### config.mk
export PLATFORM = sky130hd
export DESIGN_NAME = uart_tx_arb
export DESIGN_NICKNAME = d
export VERILOG_FILES = /design/src/rtl/uart_arb_pkg.sv /design/src/rtl/arb_hold_reg.sv /design/src/rtl/uart_tx_arb.sv
export SDC_FILE = /design/constraint.sdc
export NUM_CORES = 1
export LEC_CHECK = 0
export ABC_AREA = 0
export CORE_ASPECT_RATIO = 0.7
export CORE_UTILIZATION = 40
export CTS_CLUSTER_DIAMETER = 40
export DETAILED_ROUTE_END_ITERATION = 10
export PLACE_DENSITY_LB_ADDON = 0.05
export SYNTH_ARGS = -nofsm -noshare
export SYNTH_HDL_FRONTEND = slang
export SYNTH_SLANG_ARGS = --single-unit
### constraint.sdc
create_clock -name clk_i -period 4 [get_ports clk_i]
set_input_delay 0.8 -clock clk_i [delete_from_list [all_inputs] [get_ports clk_i]]
set_output_delay 0.8 -clock clk_i [all_outputs]
set_load 0.01 [all_outputs]
### src/rtl/uart_arb_pkg.sv
// Shared types and constants for the BLE UART transmit arbiter.
// Response byte values are the command path's done/in-progress codes.
package uart_arb_pkg;

    typedef enum logic [2:0] {
        IDLE,
        RESP,
        TLM_H,
        TLM_M,
        TLM_L
    } arb_state_e;

    localparam logic [7:0] RESP_DONE      = 8'hA5;
    localparam logic [7:0] RESP_BUSY      = 8'h5A;
    localparam logic [7:0] TLM_HDR_DEF    = 8'hC3;
    localparam logic [3:0] STARVE_MAX_DEF = 4'd4;

    function automatic logic [3:0] sat_add4(input logic [3:0] cnt, input logic [1:0] inc);
        logic [4:0] sum;
        sum = {1'b0, cnt} + {3'b000, inc};
        return (sum > 5'd15) ? 4'hF : sum[3:0];
    endfunction

endpackage

### src/rtl/arb_hold_reg.sv
// Single-entry holding register with valid bit.
// drop_o flags a load that replaces an entry which was never granted.
module arb_hold_reg #(
    parameter int W = 8
) (
    input  logic         clk_i,
    input  logic         rst_i,
    input  logic         load_i,
    input  logic [W-1:0] data_i,
    input  logic         grant_i,
    output logic         valid_o,
    output logic [W-1:0] data_o,
    output logic         drop_o
);

    logic         valid_q, valid_d;
    logic [W-1:0] data_q, data_d;

    // A load in the grant cycle becomes the next pending entry rather than a drop.
    always_comb begin
        valid_d = valid_q;
        data_d  = data_q;
        if (load_i) begin
            valid_d = 1'b1;
            data_d  = data_i;
        end else if (grant_i) begin
            valid_d = 1'b0;
        end
    end

    always_ff @(posedge clk_i) begin
        if (rst_i) begin
            valid_q <= 1'b0;
            data_q  <= '0;
        end else begin
            valid_q <= valid_d;
            data_q  <= data_d;
        end
    end

    assign valid_o = valid_q;
    assign data_o  = data_q;
    assign drop_o  = load_i & valid_q & ~grant_i;

endmodule

### src/rtl/uart_tx_arb.sv
// Arbitrates the BLE UART transmitter between command responses and
// 3-byte heading telemetry frames, with a starvation bound for telemetry.
//
// state | meaning
// IDLE  | nothing in flight; grant decided combinationally from valid bits
// RESP  | response byte in flight, waiting for tx_done
// TLM_H | frame header in flight
// TLM_M | heading[15:8] in flight (trmt on the first cycle)
// TLM_L | heading[7:0] in flight (trmt on the first cycle)
module uart_tx_arb
    import uart_arb_pkg::*;
#(
    parameter logic [7:0] TLM_HDR    = TLM_HDR_DEF,
    parameter logic [3:0] STARVE_MAX = STARVE_MAX_DEF
) (
    input  logic        clk_i,
    input  logic        rst_i,
    input  logic        send_resp_i,
    input  logic [7:0]  resp_i,
    input  logic        tlm_req_i,
    input  logic [15:0] tlm_data_i,
    input  logic        tx_done_i,
    output logic        trmt_o,
    output logic [7:0]  tx_data_o,
    output logic        resp_sent_o,
    output logic        tlm_sent_o,
    output logic        busy_o,
    output logic [3:0]  drop_cnt_o
);

    arb_state_e  state_q, state_d;
    logic        next_q, next_d;
    logic [3:0]  starve_q, starve_d;
    logic [3:0]  drop_cnt_q, drop_cnt_d;
    logic [7:0]  resp_sh_q;
    logic [15:0] tlm_sh_q;

    logic        resp_v, tlm_v, resp_drop, tlm_drop;
    logic [7:0]  resp_hold;
    logic [15:0] tlm_hold;
    logic        grant_resp, grant_tlm, done_acc;

    arb_hold_reg #(.W(8)) u_resp_hold (
        .clk_i   (clk_i),
        .rst_i   (rst_i),
        .load_i  (send_resp_i),
        .data_i  (resp_i),
        .grant_i (grant_resp),
        .valid_o (resp_v),
        .data_o  (resp_hold),
        .drop_o  (resp_drop)
    );

    arb_hold_reg #(.W(16)) u_tlm_hold (
        .clk_i   (clk_i),
        .rst_i   (rst_i),
        .load_i  (tlm_req_i),
        .data_i  (tlm_data_i),
        .grant_i (grant_tlm),
        .valid_o (tlm_v),
        .data_o  (tlm_hold),
        .drop_o  (tlm_drop)
    );

    always_comb begin
        grant_resp = 1'b0;
        grant_tlm  = 1'b0;
        if (state_q == IDLE) begin
            if (resp_v && (!tlm_v || (starve_q < STARVE_MAX))) begin
                grant_resp = 1'b1;
            end else if (tlm_v) begin
                grant_tlm = 1'b1;
            end
        end
    end

    // next_q marks the trmt cycle of a mid-frame byte; tx_done there is stale.
    assign done_acc = tx_done_i && (state_q != IDLE) && !next_q;

    always_ff @(posedge clk_i) begin
        if (rst_i) begin
            state_q <= IDLE;
            next_q  <= 1'b0;
        end else begin
            state_q <= state_d;
            next_q  <= next_d;
        end
    end

    always_comb begin
        state_d = state_q;
        next_d  = 1'b0;
        case (state_q)
            IDLE: begin
                if (grant_resp)     state_d = RESP;
                else if (grant_tlm) state_d = TLM_H;
            end
            RESP:  if (done_acc) state_d = IDLE;
            TLM_H: if (done_acc) begin
                state_d = TLM_M;
                next_d  = 1'b1;
            end
            TLM_M: if (done_acc) begin
                state_d = TLM_L;
                next_d  = 1'b1;
            end
            TLM_L: if (done_acc) state_d = IDLE;
            default: state_d = IDLE;
        endcase
    end

    always_comb begin
        trmt_o      = 1'b0;
        tx_data_o   = 8'h00;
        resp_sent_o = 1'b0;
        tlm_sent_o  = 1'b0;
        case (state_q)
            IDLE: begin
                trmt_o = grant_resp | grant_tlm;
                if (grant_resp)     tx_data_o = resp_hold;
                else if (grant_tlm) tx_data_o = TLM_HDR;
            end
            RESP: begin
                tx_data_o   = resp_sh_q;
                resp_sent_o = done_acc;
            end
            TLM_H: tx_data_o = TLM_HDR;
            TLM_M: begin
                trmt_o    = next_q;
                tx_data_o = tlm_sh_q[15:8];
            end
            TLM_L: begin
                trmt_o     = next_q;
                tx_data_o  = tlm_sh_q[7:0];
                tlm_sent_o = done_acc;
            end
            default: tx_data_o = 8'h00;
        endcase
    end

    // Starve count only survives while telemetry is pending and losing.
    always_comb begin
        starve_d = starve_q;
        if (!tlm_v || grant_tlm) starve_d = 4'd0;
        else if (grant_resp)     starve_d = starve_q + 4'd1;
        drop_cnt_d = sat_add4(drop_cnt_q, {1'b0, resp_drop} + {1'b0, tlm_drop});
    end

    always_ff @(posedge clk_i) begin
        if (rst_i) begin
            starve_q   <= 4'd0;
            drop_cnt_q <= 4'd0;
            resp_sh_q  <= 8'h00;
            tlm_sh_q   <= 16'h0000;
        end else begin
            starve_q   <= starve_d;
            drop_cnt_q <= drop_cnt_d;
            if (grant_resp) resp_sh_q <= resp_hold;
            if (grant_tlm)  tlm_sh_q  <= tlm_hold;
        end
    end

    assign busy_o     = (state_q != IDLE);
    assign drop_cnt_o = drop_cnt_q;

endmodule

After elaboration in Yosys (flattened, before gate mapping)

Cells that the tools add are included.

Add/sub/neg operators: 3
Order comparisons: 2
Eq/ne operators: 8
Muxes and demuxes: 23
Bitwise logic cells: 8
Reductions and logical operators: 17

Operators by type and width:

| kind                  | count |
|---|---|
| $pmux W8 S5           | 1 |
| $mux W8               | 2 |
| $mux W3               | 5 |
| $mux W1               | 12 |
| $pmux W3 S4           | 1 |
| $reduce_or A2 Y1      | 5 |
| $eq A3 B2 Y1 const B  | 2 |
| $add A4 B2 Y5         | 1 |
| $gt A5 B4 Y1 const B  | 1 |
| $add A4 B1 Y4 const B | 1 |
| $and A1 B1 Y1         | 4 |
| $lt A4 B3 Y1 const B  | 1 |
| $mux W4               | 1 |
| $ne A2 B2 Y1 const B  | 2 |
| $reduce_and A4 Y1     | 1 |
| $reduce_bool A2 Y1    | 2 |
| $eq A3 B1 Y1 const B  | 1 |
| $eq A3 B3 Y1 const B  | 1 |
| $logic_and A1 B1 Y1   | 3 |
| $logic_not A3 Y1      | 1 |
| $ne A3 B3 Y1 const B  | 1 |
| $not A1 Y1            | 3 |
| $reduce_bool A3 Y1    | 1 |
| $add A1 B1 Y2         | 1 |
| 5 further kinds       | 7 |

Bits in registers: 62
Bits of input ports: 29
Output and inout bits: 16
Logic and storage cells: 71

Depth between registers and ports, before layout

Gate-level depths: netlist of the first run.

Depth in word-level cells: 11
Gate-level depth with buffers: 9
Gate-level depth less buffers: 9

Hierarchy

From an unflattened synthesis of the first run, not the netlist that was laid out.

Cell total of the unflattened synthesis: 295
Area total of the unflattened synthesis: 2658.8 µm²

Modules (own cells, without submodules):

| module                     | times used | cells each | area each (µm²) | sequential area each (µm²) |
|---|---|---|---|---|
| uart_tx_arb                | 1          | 207        | 1714.1          | 720.7 |
| arb_hold_reg (u_tlm_hold)  | 1          | 57         | 620.6           | 340.3 |
| arb_hold_reg (u_resp_hold) | 1          | 31         | 324.1           | 180.2 |

Worst setup path before layout of the first run

No wires, ideal clock.

Path type: input port to flip-flop
Start point: input tlm_req_i
End point: register drop_cnt_q[3] (netlist: drop_cnt_o[3])
Setup time: 0.131 ns
Data arrival time: 2.325 ns
Required time: 3.869 ns
Path slack: 1.544 ns
Cell stages on the path: 7
Buffers on the path: 2
Path through: clkbuf_1 buf_2 and3_1 fa_1 ha_1 nor3b_1 nor3_1

Longest elaborated chain between the ends: 6

Ends and longest elaborated chain:

| item                           | line               | RTL |
|---|---|---|
| from (decl)                    | uart_tx_arb.sv:20  | `input logic tlm_req_i,` |
| $and A1 B1 Y1 (*) (2 in a row) | arb_hold_reg.sv:43 | `assign drop_o = load_i & valid_q & ~grant_i;` |
| $add A1 B1 Y2 (*)              | uart_tx_arb.sv:146 | `drop_cnt_d = sat_add4(drop_cnt_q, {1'b0, resp_drop} + {1'b0, tlm_drop});` |
| $add A4 B2 Y5 (*)              | uart_arb_pkg.sv:20 | `sum = {1'b0, cnt} + {3'b000, inc};` |
| $gt A5 B4 Y1                   | uart_arb_pkg.sv:21 | `return (sum > 5'd15) ? 4'hF : sum[3:0];` |
| $mux W4 (*)                    | uart_arb_pkg.sv:21 |  |
| to (signal assigned)           | uart_tx_arb.sv:157 | `drop_cnt_q <= drop_cnt_d;` |
| to (decl)                      | uart_tx_arb.sv:34  | `logic [3:0] drop_cnt_q, drop_cnt_d;` |

Every way passes the cells marked *; elsewhere a longest branch is shown, timed or not.
A chain may end at the register's enable or synchronous reset.

Final worst setup path of the first run

Start point: register state_q[1]
End point: output tx_data_o[7]

Longest elaborated chain between the ends: 5
Elaborated cells on any way between the ends: 10
Those cells by class: 4 x eq/ne; 5 x mux; 1 x reduce/logical

Ends and longest elaborated chain:

| item                   | line                                  | RTL |
|---|---|---|
| from (decl)            | uart_tx_arb.sv:31                     | `arb_state_e state_q, state_d;` |
| from (signal assigned) | uart_tx_arb.sv:85                     | `state_q <= state_d;` |
| $logic_not A3 Y1       | uart_tx_arb.sv:68, uart_tx_arb.sv:117 |  |
| $mux W1                | uart_tx_arb.sv:68                     | `if (state_q == IDLE) begin` |
| $mux W8                | uart_tx_arb.sv:121                    | `else if (grant_tlm) tx_data_o = TLM_HDR;` |
| $mux W8                | uart_tx_arb.sv:120                    | `if (grant_resp) tx_data_o = resp_hold;` |
| $pmux W8 S5 (*)        | uart_tx_arb.sv:117                    | `case (state_q)` |
| to (decl)              | uart_tx_arb.sv:24                     | `output logic [7:0] tx_data_o,` |

Marked as above.

==> impl_metrics.py, run 1 <==
metrics = {
    "status": {
        "status": "finished, violations left",
        "violations": "design-rule violations",
    },
    "final_layout": {
        "utilization_pct": 52.4,
        "fill_cells": 603,
        "layout_common_cells": "62 x dfxtp_1, 55 x nor2_1, 48 x mux2i_1",
        "layout_commonest_cell": "dfxtp_1",
        "antenna_cells": 0,
        "drive_gt1_share_pct": 6.97,
        "area_growth_pct": 26.0,
        "nets": 358,
    },
    "route": {
        "first_iter_violations": 104,
        "drtPass1Iterations": 7,
        "via_per_inst": 5.02,
        "vias": 2050,
        "wl_per_cell_um": 14.5,
        "antenna_left": 0,
        "drt-total-wl_mm": 5.93,
        "drc": 2,
    },
    "sta": {
        "fin_crit_sh_pct": 87.4,
        "clock.fmax_ghz": 0.286,
        "holdWs_ns": 0.456,
        "tightest_slew_ns": 0.794,
        "rsz0062_at_grt": "no",
        "tns_ns": 0,
        "relSlewSlack_pct": 47.0,
        "fin_crit_ns": 3.49,
        "final_max_slew_viol_count": 0,
        "setup_viol": 0,
        "clock_skew_ns": 0.00800,
        "finalHoldViolCount": 0,
    },
    "clock_network": {
        "cts_root_buffer": "clkbuf_8",
        "clock_latency_ns": 0.34,
        "cts_resized": 0,
        "cts_sinks": 62,
        "cts_setup_buffers": 0,
        "cts_tree": "built",
        "hold_buffers": 0,
        "cts_buffer_depth": 2,
        "cts_made_buffers": 9,
        "cts.clk_slew.worst_paths_ns": 0.07,
        "h-tree-depth": 3,
    },
    "yosys": {
        "synth.largest_area_cell": "dfxtp_1",
        "synthFlopType": "dfxtp_1",
        "netlist_area_um2": 2610,
        "yosys_warnings": 0,
        "syn_inst": 286,
        "ys_seq_elements": 62,
        "seq_area_frac_synth_pct": 47.6,
        "yosys-top-cells-area": "dfxtp_1 48%, mux2i_1 18%, nor2_1 7.9%, nand2_1 3.9%, a21oi_1 3.6%",
        "async_reset_ff_share_pct": 0,
        "syn-mean-instance-area_um2": 9.13,
        "yosysTopAreaCellShare_pct": 47.6,
        "synthDistinctLibCells": 34,
        "synthesis.nets": 318,
        "synth_edf_count": 0,
    },
    "floorplan": {
        "coreArea_um2": 6280,
        "start_util_pct": 41.6,
        "die_area_um2": 6860,
        "die_w_um": 98.5,
        "rows": 24,
        "ios": 45,
        "die_h_um": 69.6,
    },
    "worst_setup_path": {
        "cp-start-kind": "flop",
        "worst_ep_arrival_time_ns": 2.69,
        "path_class": "flop to output port",
        "worst_setup_path_end_kind": "output port",
        "cp_max_fo": 15,
        "cp.required_ns": 3.20,
    },
    "global_route": {
        "grt_pass1_vias": 1942,
        "antenna_found_initial": 0,
        "grt_max_degree": 50,
        "gr-total-overflow": 0,
        "grt_usage_pct": 19.2,
        "grt_first_pass_wirelength_mm": 9.86,
    },
    "power": {
        "ir_worst_vdd_uv": 245,
        "p_leak_nw": 1.41,
        "p_per_area_nw_per_um2": 518,
    },
    "placement": {
        "portBuffers": 44,
        "hpwl_mm": 4.07,
        "place.gp.congestion": 0.767,
    },
    "worst_hold_path": {
        "hold_path_class": "flop to flop",
    },
    "flow_run": {
        "maxCapViolations": 0,
    },
}
==> layer usage <==
metal	share of wire, %	track usage (%)
met5	0	0
met4	0.89	6.97
met3	5.6	6.96
met2	41	27.5
met1	52	26.4
==> worst paths after layout <==
path                     start             to  slack (ns)  depth (start not counted)
setup / recovery    state_q[1]   tx_data_o[7]        0.51                          5
setup reg to reg    state_q[1]  drop_cnt_o[3]        1.56                          7
hold / removal    resp_sh_q[2]   resp_sh_q[2]        0.46                          2
hold reg to reg   resp_sh_q[2]   resp_sh_q[2]        0.46                          2
==> final cells by class <==
cell class | instances | area (um2) | area share [%]
clock buffer | 11 | 151 | 4.60
clock inverter | 4 | 70.1 | 2.13
inverter | 5 | 18.8 | 0.571
multi-input combinational | 199 | 1240 | 37.6
sequential | 62 | 1240 | 37.7
tap | 78 | 97.6 | 2.97
timing repair buffer | 49 | 473 | 14.4
==> synth_stat cells (2+ instances only) <==
| cell | number |
|---|---|
| nor3b_1 | 2 |
| buf_6 | 2 |
| inv_1 | 4 |
| nor4_1 | 2 |
| or3_1 | 2 |
| xor2_1 | 2 |
| o211ai_1 | 4 |
| ha_1 | 2 |
| nand3_1 | 6 |
| and3_1 | 4 |
| buf_2 | 5 |
| nand2_1 | 27 |
| mux2i_1 | 48 |
| buf_1 | 2 |
| nor2_1 | 55 |
| a31oi_1 | 5 |
| dfxtp_1 | 62 |
| o21ai_0 | 3 |
| a21oi_1 | 19 |
| nand2b_1 | 2 |
| nor3_1 | 6 |
| clkbuf_1 | 10 |
==> report_power, final <==
| part | switching (mW) | total, mW | internal (mW) |
|---|---|---|---|
| clock network | 0.235 | 0.614 | 0.379 |
| logic | 0.189 | 0.378 | 0.190 |
| registers | 0.0553 | 0.712 | 0.657 |
| total | 0.479 | 1.70 | 1.23 |
==> metrics by stage <==
stage               setup WS, ns  power, mW  cell area [um2]  cells
floorplan                   1.54      0.961             2610    286
detailed placement         0.884       1.11             3070    393
global route               0.329       1.80             3290    408
global placement           0.907       1.10             3070    393
finish                     0.506       1.70             3290    408
CTS                        0.491       1.72             3290    408
==> sequential cells by signal, summed over array words and instances (netlist names), 3 cells and up <==
name,cells
tlm_sh_q,16
drop_cnt_o,4
state_q,3
u_tlm_hold.data_o,16
u_resp_hold.data_o,8
resp_sh_q,8
starve_q,4
==> kinds of logic (layout without fill, tap and decap cells) <==
logic type | Yosys count | after routing | synth area share [%]
AND/OR/NAND/NOR | 109 | 109 | 18.2
multiplexers | 48 | 48 | 18.4
XOR/XNOR | 3 | 3 | 1.01
AO/OA/AOI/OAI | 36 | 36 | 8.10
adder cells (fa/ha/maj) | 3 | 3 | 1.73
buffers and inverters | 25 | 69 | 5.03
flip-flops | 62 | 62 | 47.6
==> critical path: stages, from the launching register on <==
cell and delay (ns):
dfxtp_1 0.84, inv_1 0.20, or3_1 0.43, and2_1 0.23, nand3_1 0.12, clkdlybuf4s50_1 0.54
Power figures use the tool's default switching activity.
==> run 2: changes to the inputs <==
--- a/config.mk
+++ b/config.mk
@@ -7,10 +7,11 @@
 export LEC_CHECK = 0
 export ABC_AREA = 0
 export CORE_ASPECT_RATIO = 0.7
-export CORE_UTILIZATION = 40
+export CORE_UTILIZATION = 56
 export CTS_CLUSTER_DIAMETER = 40
 export DETAILED_ROUTE_END_ITERATION = 10
-export PLACE_DENSITY_LB_ADDON = 0.05
+export PLACE_DENSITY = 0.83
+export SLEW_MARGIN = 20
 export SYNTH_ARGS = -nofsm -noshare
 export SYNTH_HDL_FRONTEND = slang
 export SYNTH_SLANG_ARGS = --single-unit
==> run 2 against run 1 <==
Against the previous run:
- the flow now finishes without violations
- clock skew is 0.0036 ns lower
- die area down 28%
- routed wire length is 3.7% lower
- critical path depth rose by 2
- cell count is 5.6% lower
- combinational power about the same
- hold slack about the same
- utilization rose by 21 points
- flip-flop and latch count did not move
- sequential power about the same
- critical path type unchanged
==> impl_metrics.py, run 2 (synthesis results as in run 1) <==
metrics = {
    "flow_run": {
        "maxCapViolations": 0,
    },
    "worst_setup_path": {
        "critPathMaxStageDelay_ns": 0.55,
        "cp_num_buf_inv": 3,
        "path_cells": "nor3_4 > inv_2 > a211o_1 > buf_4 > and2_1 > nand3_1 > clkdlybuf4s50_1",
        "worst_ep_arrival_time_ns": 2.75,
        "cpLargestDelayFamily": "buffers and inverters",
        "cp_max_fo": 17,
        "cp.required_ns": 3.20,
        "worst_setup_path_end_kind": "output port",
        "cp-start-kind": "flop",
        "crit_slowest_cell": "dfxtp_1",
        "path_class": "flop to output port",
    },
    "worst_hold_path": {
        "hold_path_class": "flop to flop",
    },
    "sta": {
        "final_max_slew_viol_count": 0,
        "rsz0062_at_grt": "no",
        "fin_crit_ns": 3.55,
        "clock.fmax_ghz": 0.281,
        "relSlewSlack_pct": 48.9,
        "clock_skew_ns": 0.00436,
        "tns_ns": 0,
        "fin_crit_sh_pct": 88.8,
        "setup_viol": 0,
        "finalHoldViolCount": 0,
        "tightest_slew_ns": 0.765,
    },
    "clock_network": {
        "hold_buffers": 0,
        "h-tree-depth": 3,
        "cts_made_buffers": 9,
        "cts_tree": "built",
        "cts.clk_slew.worst_paths_ns": 0.06,
        "cts_sinks": 62,
        "cts_buffer_depth": 2,
        "cts_setup_buffers": 0,
        "clock_latency_ns": 0.34,
        "cts_resized": 0,
        "cts_root_buffer": "clkbuf_8",
    },
    "placement": {
        "dp.cells": 370,
        "portBuffers": 44,
        "place.gp.congestion": 0.830,
        "place_area_um2": 3040,
        "hpwl_mm": 3.83,
    },
    "final_layout": {
        "area_growth_pct": 24.2,
        "antenna_cells": 0,
        "layout_commonest_cell": "dfxtp_1",
        "layout_common_cells": "62 x dfxtp_1, 55 x nor2_1, 48 x mux2i_1",
        "finalNonFillerCells": 385,
        "drive_gt1_share_pct": 6.67,
        "final_cell_area_um2": 3240,
        "nets": 358,
    },
    "floorplan": {
        "ios": 45,
        "die_area_um2": 4940,
        "die_h_um": 59.1,
        "start_util_pct": 59.3,
        "die_w_um": 83.6,
        "rows": 20,
        "coreArea_um2": 4400,
    },
    "global_route": {
        "grt_first_pass_wirelength_mm": 9.05,
        "grt_usage_pct": 24.5,
        "gr-total-overflow": 0,
        "grt_pass1_vias": 1848,
        "antenna_found_initial": 0,
        "grt_max_degree": 33,
    },
    "route": {
        "drtPass1Iterations": 4,
        "drt-total-wl_mm": 5.71,
        "drt-met1-wl_mm": 2.70,
        "first_iter_violations": 95,
        "via_per_inst": 5.52,
        "top_layer_used": "met4",
        "drc": 0,
        "routed-wl-met3_um": 358,
        "wl_met2_mm": 2.60,
        "antenna_left": 0,
        "wl_per_cell_um": 14.8,
        "vias": 2125,
    },
    "power": {
        "p_per_area_nw_per_um2": 512,
        "ir_worst_vdd_uv": 402,
        "p_leak_nw": 1.40,
        "finalPower_mw": 1.66,
    },
    "status": {
        "status": "finished clean",
    },
}
==> run 2: cell count changes in the layout (fill, tap and decap cells not counted), sizes merged <==
cell and delta:
clkbuf -1, clkinv +1
==> run 2: final timing paths <==
path,slack [ns],to,depth (start not counted),from
min reg2reg,0.46,resp_sh_q[7],2,resp_sh_q[7]
max reg2reg,1.17,drop_cnt_o[3],7,state_q[1]
max,0.45,tx_data_o[6],7,state_q[1]
min,0.46,resp_sh_q[7],2,resp_sh_q[7]
==> run 2: tightest hold or removal path, delay by kind of cell, from the launching register on <==
family / cells / cell delay, ns
AND/OR/NAND/NOR: 1 / 0.05
flip-flops: 1 / 0.31
AO/OA/AOI/OAI: 1 / 0.05
==> run 2: per-stage QoR <==
step / setup slack (ns) / util [%] / hold WS (ns)
floorplan: 1.54 / - / 0.436
global placement: 0.845 / 69.0 / 0.443
detailed placement: 0.825 / 69.0 / 0.446
CTS: 0.447 / 73.6 / 0.454
global route: 0.349 / 73.6 / 0.483
finish: 0.446 / 73.6 / 0.455
==> run 2: cell type report <==
| cell class | instances | area, um2 |
|---|---|---|
| well taps | 55 | 68.8 |
| multi-input cells | 199 | 1240 |
| repair buffers | 49 | 473 |
| fillers | 345 | 1160 |
| flip-flops and latches | 62 | 1240 |
| clock buffers | 10 | 128 |
| inverters | 5 | 18.8 |
| clock inverters | 5 | 75.1 |
==> run 2: routing by layer <==
metal | GRT usage [%] | vias up
met2 | 37.9 | 59
met4 | 7.99 | 0
met1 | 32.3 | 1002
met5 | 0 | -
met3 | 8.91 | 5
li1 | - | 1059
==> run 2: power breakdown <==
group / switching [mW] / total [mW] / internal, mW
Sequential: 0.0554 / 0.712 / 0.657
Clock: 0.229 / 0.573 / 0.344
Combinational: 0.187 / 0.375 / 0.188
Total: 0.471 / 1.66 / 1.19
==> run 3: changes to the inputs <==
--- a/config.mk
+++ b/config.mk
@@ -11,7 +11,6 @@
 export CTS_CLUSTER_DIAMETER = 40
 export DETAILED_ROUTE_END_ITERATION = 10
 export PLACE_DENSITY = 0.83
-export SLEW_MARGIN = 20
 export SYNTH_ARGS = -nofsm -noshare
 export SYNTH_HDL_FRONTEND = slang
 export SYNTH_SLANG_ARGS = --single-unit
==> results of run 3 <==
Same layout as run 2: the final DEF is identical, and so are final timing and power.
